## src/rtl/digit_scan_driver.sv

```systemverilog
// Multiplexed hex-digit scanner with a frame-synchronous staging/shadow buffer, registered outputs.
// Optional leading-zero blanking enabled by defining DIGIT_SCAN_LZ_BLANK_EN.
module digit_scan_driver #(
   parameter int NDIG  = 8,
   parameter int DWELL = 100000,
   parameter int GUARD = 8
) (
   input  logic              clk,
   input  logic              reset_n,
   input  logic [4*NDIG-1:0] value,
   input  logic [NDIG-1:0]   dp,
   input  logic [NDIG-1:0]   digit_en,
   input  logic              load,
   output logic              pending,
   output logic              frame_done,
   output logic [NDIG-1:0]   digitselect,
   output logic [7:0]        segments
);
   localparam int CW = $clog2(DWELL);
   localparam int IW = $clog2(NDIG);

   logic [CW-1:0]     cnt;
   logic [IW-1:0]     idx;
   logic [4*NDIG-1:0] stage_val;
   logic [4*NDIG-1:0] shadow_val;
   logic [NDIG-1:0]   stage_dp;
   logic [NDIG-1:0]   shadow_dp;
   logic              wrap;
   logic              boundary;
   logic [3:0]        nib;
   logic [7:0]        glyph;
   logic              lz_blank;
   logic              lit;

   assign wrap     = (cnt == CW'(DWELL - 1));
   assign boundary = wrap && (idx == IW'(NDIG - 1));

   always_ff @(posedge clk or negedge reset_n) begin
      if (!reset_n) begin
         cnt <= '0;
         idx <= '0;
      end else if (wrap) begin
         cnt <= '0;
         idx <= boundary ? '0 : idx + IW'(1);
      end else begin
         cnt <= cnt + CW'(1);
      end
   end

   // A load coinciding with the boundary bypasses staging so it still lands in the next frame.
   always_ff @(posedge clk or negedge reset_n) begin
      if (!reset_n) begin
         stage_val  <= '0;
         stage_dp   <= '0;
         shadow_val <= '0;
         shadow_dp  <= '0;
         pending    <= 1'b0;
         frame_done <= 1'b0;
      end else begin
         frame_done <= boundary;
         if (load) begin
            stage_val <= value;
            stage_dp  <= dp;
         end
         if (boundary) begin
            pending <= 1'b0;
            if (load) begin
               shadow_val <= value;
               shadow_dp  <= dp;
            end else if (pending) begin
               shadow_val <= stage_val;
               shadow_dp  <= stage_dp;
            end
         end else if (load) begin
            pending <= 1'b1;
         end
      end
   end

`ifdef DIGIT_SCAN_LZ_BLANK_EN
   logic [NDIG-1:0] upper_zero;
   logic            zero_run;

   // upper_zero[i]: nibble i and every nibble above it are zero.
   always_comb begin
      upper_zero = '0;
      zero_run   = 1'b1;
      for (int i = NDIG - 1; i >= 0; i--) begin
         zero_run      = zero_run && (shadow_val[4*i +: 4] == 4'h0);
         upper_zero[i] = zero_run;
      end
      lz_blank = (idx != '0) && upper_zero[idx] && !shadow_dp[idx];
   end
`else
   assign lz_blank = 1'b0;
`endif

   always_comb begin
      nib = shadow_val[{idx, 2'b00} +: 4];
      case (nib)
         4'h0:    glyph = 8'hFC;
         4'h1:    glyph = 8'h60;
         4'h2:    glyph = 8'hDA;
         4'h3:    glyph = 8'hF2;
         4'h4:    glyph = 8'h66;
         4'h5:    glyph = 8'hB6;
         4'h6:    glyph = 8'hBE;
         4'h7:    glyph = 8'hE0;
         4'h8:    glyph = 8'hFE;
         4'h9:    glyph = 8'hF6;
         4'hA:    glyph = 8'hEE;
         4'hB:    glyph = 8'h3E;
         4'hC:    glyph = 8'h1A;
         4'hD:    glyph = 8'h7A;
         4'hE:    glyph = 8'h9E;
         4'hF:    glyph = 8'h8E;
         default: glyph = 8'h01;
      endcase
      lit = (int'(cnt) >= GUARD) && digit_en[idx] && !lz_blank;
   end

   always_ff @(posedge clk or negedge reset_n) begin
      if (!reset_n) begin
         digitselect <= '1;
         segments    <= 8'hFF;
      end else begin
         digitselect <= lit ? ~(NDIG'(1) << idx) : '1;
         segments    <= lit ? ~(glyph | {7'b0, shadow_dp[idx]}) : 8'hFF;
      end
   end
endmodule

```

## config.mk

```make
export PLATFORM = sky130hd
export DESIGN_NAME = digit_scan_driver
export DESIGN_NICKNAME = d
export VERILOG_FILES = /design/src/rtl/digit_scan_driver.sv
export SDC_FILE = /design/constraint.sdc
export NUM_CORES = 1
export LEC_CHECK = 0
export CAP_MARGIN = 10
export CELL_PAD_IN_SITES_DETAIL_PLACEMENT = 1
export CELL_PAD_IN_SITES_GLOBAL_PLACEMENT = 2
export CORE_MARGIN = 5
export CORE_UTILIZATION = 45
export DETAILED_ROUTE_END_ITERATION = 8
export DONT_BUFFER_PORTS = 1
export PLACE_DENSITY = 0.79
export SLEW_MARGIN = 20
export SYNTH_ARGS = -nofsm -noshare
export SYNTH_HDL_FRONTEND = slang
export SYNTH_SLANG_ARGS = --single-unit
```

## constraint.sdc

```tcl
create_clock -name clk -period 3.5 [get_ports clk]
set_input_delay 0.7 -clock clk [delete_from_list [all_inputs] [get_ports clk]]
set_output_delay 0.7 -clock clk [all_outputs]
set_load 0.005 [all_outputs]
```

==> run metrics, run 1 <==
Setup TNS 0 ns; Final Max Slew Viols 0; Final Hold Fails 0; vias 2857; CTS Hold Bufs 1; Layout area overhead 14.1%; buffers plus inverters on the worst setup path 1; Final Total Pwr 3.32 mW; Slew headroom 31.1%; Cell variety after synth 47; Leakage 2.92 nW; CP max-delay cell nand4b_4; status finished clean; worst slew pin tran 1.03 ns; ys async rst share 100%; Setup Viol. Count Final 0; share of cells above drive strength 1 40.5%; initial antenna violation count 2; H-tree Lvls 4; first-pass GRT wire length 17400 microns; total grt overflow 0; CP delay by family, top simple AND/OR/NAND/NOR gates; Main synth FF type dfrtp_1; Synth area leader dfrtp_1; post-synthesis area per instance 14.8 sq um; Tmin final 2.95 ns; pin count of the biggest net entering global routing 103; Max Cap Violations 0; die area 0.0142 sq mm; core area 0.0115 sq mm; clk sink count 118; yosys warns 0; Worst VDD drop 0.323 mV; die width 119 microns; synth cell count leaders dfrtp_1, mux2_2, mux2_4; Mapped Nets 427; RSZ-0062 raised after global routing false; Reg clk slew, reported paths 0.05 ns; worst hold path type in -> async; crit path max fanout 40; Seq/Total Area, Yosys 55.6%; Final nets 434; vias per cell 5.46; Worst EP arrival 3.24 ns; crit end category flip-flop; Initial Util 46.5%; Synth top area share 47.7%; Num CTS Buffers 17; CP dominant cell by count ha_1; drt wl/cell 19.9 microns; ANT cells 0; PwrDens 544 mW/mm^2; Max clock buf depth 2; Final Wtd Congestion 0.745; CP peak stage delay 0.82 ns; period utilization 84.3%; port bufs 0; postcts setup bufs 0; post-synthesis cell area 0.00535 sq mm; crit path cell chain buf_4 > ha_1 > ha_1 > nand4b_4 > mux2_4; CP required 3.79 ns; CTS Root Cell clkbuf_16; drt first pass iters 4; CP Class reg -> reg; Die Height 119 microns; CTS tree yes; number of register bits inferred by synthesis 118; total track usage 16.0%; clk_skew 0.00937 ns; Clk Latency, worst-skew pair 0.42 ns; # DRC 0; most used standard cell by instance count after synthesis dfrtp_1; maximum clock frequency 339 MHz; Post-synth EDFFs 0; overall routed net length 10400 microns; Detail Route Antenna Nets 0; number of global-route vias before repair 3249; Post-DP HPWL 7020 microns; cell count after synthesis 362; Ports 69; initial drt markers 152; Site Rows 39; PostCTS Resize Cnt 0; synth top area cells dfrtp_1, mux2_4, mux2_2, dfstp_2, mux4_2; Worst Setup Start Kind flip-flop
==> layer usage <==
| metal | global-route usage (%) | wire length (microns) | vias to the layer above |
|---|---|---|---|
| li1 | - | - | 1305 |
| met1 | 20.2 | 4800 | 1469 |
| met2 | 24.1 | 4850 | 59 |
| met3 | 6.35 | 522 | 20 |
| met4 | 7.82 | 194 | 4 |
| met5 | 0 | 27 | - |
==> logic make-up (layout without fill, tap and decap cells) <==
kind of cell | Yosys count | count (layout) | share of synthesized area (%)
xor gates and xnor gates | 14 | 14 | 2.29
adders and majority gates | 14 | 14 | 3.27
muxes | 103 | 103 | 26.7
DFF | 118 | 118 | 55.6
and+or+nand+nor | 74 | 74 | 7.95
AOI/OAI and AO/OA | 11 | 11 | 1.45
buffers and inverters | 28 | 46 | 2.74
==> report_power, final <==
part           internal, mW  switching, mW
combinational        0.0517         0.0550
clock                  1.20          0.580
sequential             1.42         0.0134
total                  2.67          0.649
==> worst register-to-register path, stage by stage (launching register included) <==
cell      delay (ns)
dfrtp_1         0.58
buf_4           0.29
ha_1            0.22
ha_1            0.29
nand4b_4        0.82
mux2_4          0.62
==> placed cells by master (no fill, tap or decap), types with 6 or more instances in the layout <==
cell type	n
mux4_2	12
clkbuf_16	17
xor2_1	6
nand2_1	14
nand3_1	11
mux2_2	40
mux2_4	40
mux2i_1	11
xnor2_1	8
ha_1	14
nor2_1	14
dfrtp_1	102
nor3_1	6
inv_1	10
dfstp_2	16
==> per-stage QoR <==
| step | cells | hold WS (ns) | setup WS, ns | utilization [%] | area, sq um |
|---|---|---|---|---|---|
| global placement | 492 | 0.411 | 0.614 | 47.4 | 5460 |
| finish | 523 | 0.131 | 0.551 | 53.0 | 6100 |
| global route | 523 | 0.0977 | 0.326 | 53.0 | 6100 |
| CTS | 523 | 0.104 | 0.467 | 53.0 | 6100 |
| detailed placement | 492 | 0.411 | 0.497 | 47.4 | 5460 |
| floorplan | 362 | 0.404 | 0.906 | - | 5350 |
==> flip-flops by register name, summed over array words and instances, names as in the netlist <==
signal and flops:
segments 8, shadow_val 32, idx 3, stage_dp 8
cnt 17, digitselect 8, pending 1, frame_done 1
stage_val 32, shadow_dp 8
==> final timing paths <==
kind / startpoint / endpoint / slack, ns / depth (start not counted)
max in group asynchronous: reset_n / shadow_dp[6] / 2.90 / 1
setup / recovery: idx[0] / shadow_val[20] / 0.55 / 5
hold / removal: reset_n / digitselect[3] / 0.13 / 0
min in group clk: value[9] / stage_val[9] / 0.45 / 1
hold reg to reg: stage_val[9] / stage_val[9] / 0.50 / 1
setup reg to reg: idx[0] / shadow_val[20] / 0.55 / 5
==> area by class of cell <==
type | instances | area, sq um
fill | 1090 | 5410
sequential | 118 | 2970
multi-input combinational | 216 | 2240
clock buffer | 22 | 494
tap | 143 | 179
clock inverter | 8 | 121
timing repair buffer | 5 | 57.6
inverter | 11 | 41.3
No activity file was read; power rests on OpenSTA's default activity.
==> inputs of run 2 (changes only) <==
==> constraint.sdc (replaced) <==
create_clock -name clk -period 3.1 [get_ports clk]
set_input_delay 0.62 -clock clk [delete_from_list [all_inputs] [get_ports clk]]
set_output_delay 0.62 -clock clk [all_outputs]
set_load 0.005 [all_outputs]
==> run metrics, run 2 (same netlist as run 1, synthesis figures left out) <==
status finished clean; Layout Utilization 53.8%; share of cells above drive strength 1 41.2%; pin count of the biggest net entering global routing 103; vias 2865; Worst VDD drop 0.374 mV; Max clock buf depth 2; ANT cells 0; total track usage 16.7%; PwrDens 631 mW/mm^2; Post-DP HPWL 7150 microns; Max Cap Violations 0; drt first pass iters 4; postcts setup bufs 0; Crit. Startpoint cnt[12]; Fin Hold WS 0.0406 ns; CP required 3.39 ns; R2R Setup Slk 0.46 ns; Tmin final 2.64 ns; Worst Setup Start Kind flip-flop; PostCTS Resize Cnt 0; Ports 69; RSZ-0062 raised after global routing false; H-tree Lvls 4; most frequent cells in the layout dfrtp_1, mux2_2, mux2_4; CP Class reg -> reg; period utilization 85.1%; number of global-route vias before repair 3331; Initial Util 46.5%; largest registers shadow_val (32), stage_val (32), cnt (17); initial antenna violation count 2; clk sink count 118; first-pass GRT wire length 18100 microns; worst hold path type in -> async; Slew headroom 63.6%; Clk Latency, worst-skew pair 0.42 ns; Place WS 0.517 ns; fillcell total 1092; die width 119 microns; Setup TNS 0 ns; Detail Route Antenna Nets 0; Site Rows 39; Layout area overhead 15.8%; # DRC 0; Final Wtd Congestion 0.735; port bufs 0; Worst EP arrival 2.93 ns; CTS Hold Bufs 1; Final Total Pwr 3.91 mW; Final Hold Fails 0; Die Height 119 microns; die area 0.0142 sq mm; most common cell after layout, fill and taps aside dfrtp_1; Reg2Reg Depth 5; CTS tree yes; Setup Viol. Count Final 0; Num CTS Buffers 17; worst r2r dst shadow_val[2]; drt wl/cell 20.6 microns; Reg clk slew, reported paths 0.05 ns; vias per cell 5.40; clk_skew 0.0119 ns; crit end category flip-flop; worst slew pin tran 0.530 ns; Final Max Slew Viols 0; Final nets 440; crit path max fanout 23; post-route worst setup slack 0.461 ns; overall routed net length 10900 microns; FF-to-FF Start cnt[12]; CTS Root Cell clkbuf_16; maximum clock frequency 379 MHz; core area 0.0115 sq mm; total grt overflow 0; initial drt markers 175; Leakage 2.97 nW
run 2: cell types whose count changed in the layout (fill, tap and decap cells not counted), sizes merged:
cell	previous run	this run
buf	5	11
bufinv	3	5
clkbuf	22	20
clkinv	4	5
inv	11	12
run 2: stage by stage:
stage               instance area [sq um]  instances
floorplan                            5350        362
global placement                     5510        498
detailed placement                   5510        498
CTS                                  6200        531
global route                         6200        531
finish                               6200        531
run 2: worst max path at each step:
stage	cells past startpoint	slack [ns]	to
after floorplan	8	0.51	segments[3]
after global placement	5	0.55	shadow_dp[3]
after detailed placement	5	0.52	shadow_val[29]
after CTS	5	0.47	shadow_val[2]
after global routing	5	0.38	shadow_val[2]
final	5	0.46	shadow_val[2]
run 2: where the power goes:
| part | leakage (nW) | switching (mW) | internal, mW |
|---|---|---|---|
| clock network | 0.320 | 0.707 | 1.47 |
| logic | 1.17 | 0.0626 | 0.0590 |
| registers | 1.48 | 0.0148 | 1.60 |
| total | 2.97 | 0.784 | 3.13 |
run 2: area by class of cell:
class | count | area [sq um] | share of cell area [%]
clock buffer | 20 | 457 | 7.37
multi-input combinational | 216 | 2230 | 36.0
inverter | 11 | 41.3 | 0.666
tap | 143 | 179 | 2.89
clock inverter | 12 | 199 | 3.21
timing repair buffer | 11 | 115 | 1.86
sequential | 118 | 2970 | 48.0
run 2: layer usage:
metal  wire (microns)  share of wire, %  GRT usage, %
met4              180               1.6          6.30
met1             4920                45          20.7
met2             5310                49          26.9
met5               34              0.31             0
met3              473               4.3          6.16
run 2: critical path, cell delays in order (launching register included):
cell	delay (ns)
dfrtp_1	0.44
or4_4	0.59
nor3_4	0.31
nand4b_4	0.47
buf_12	0.36
mux2_4	0.32
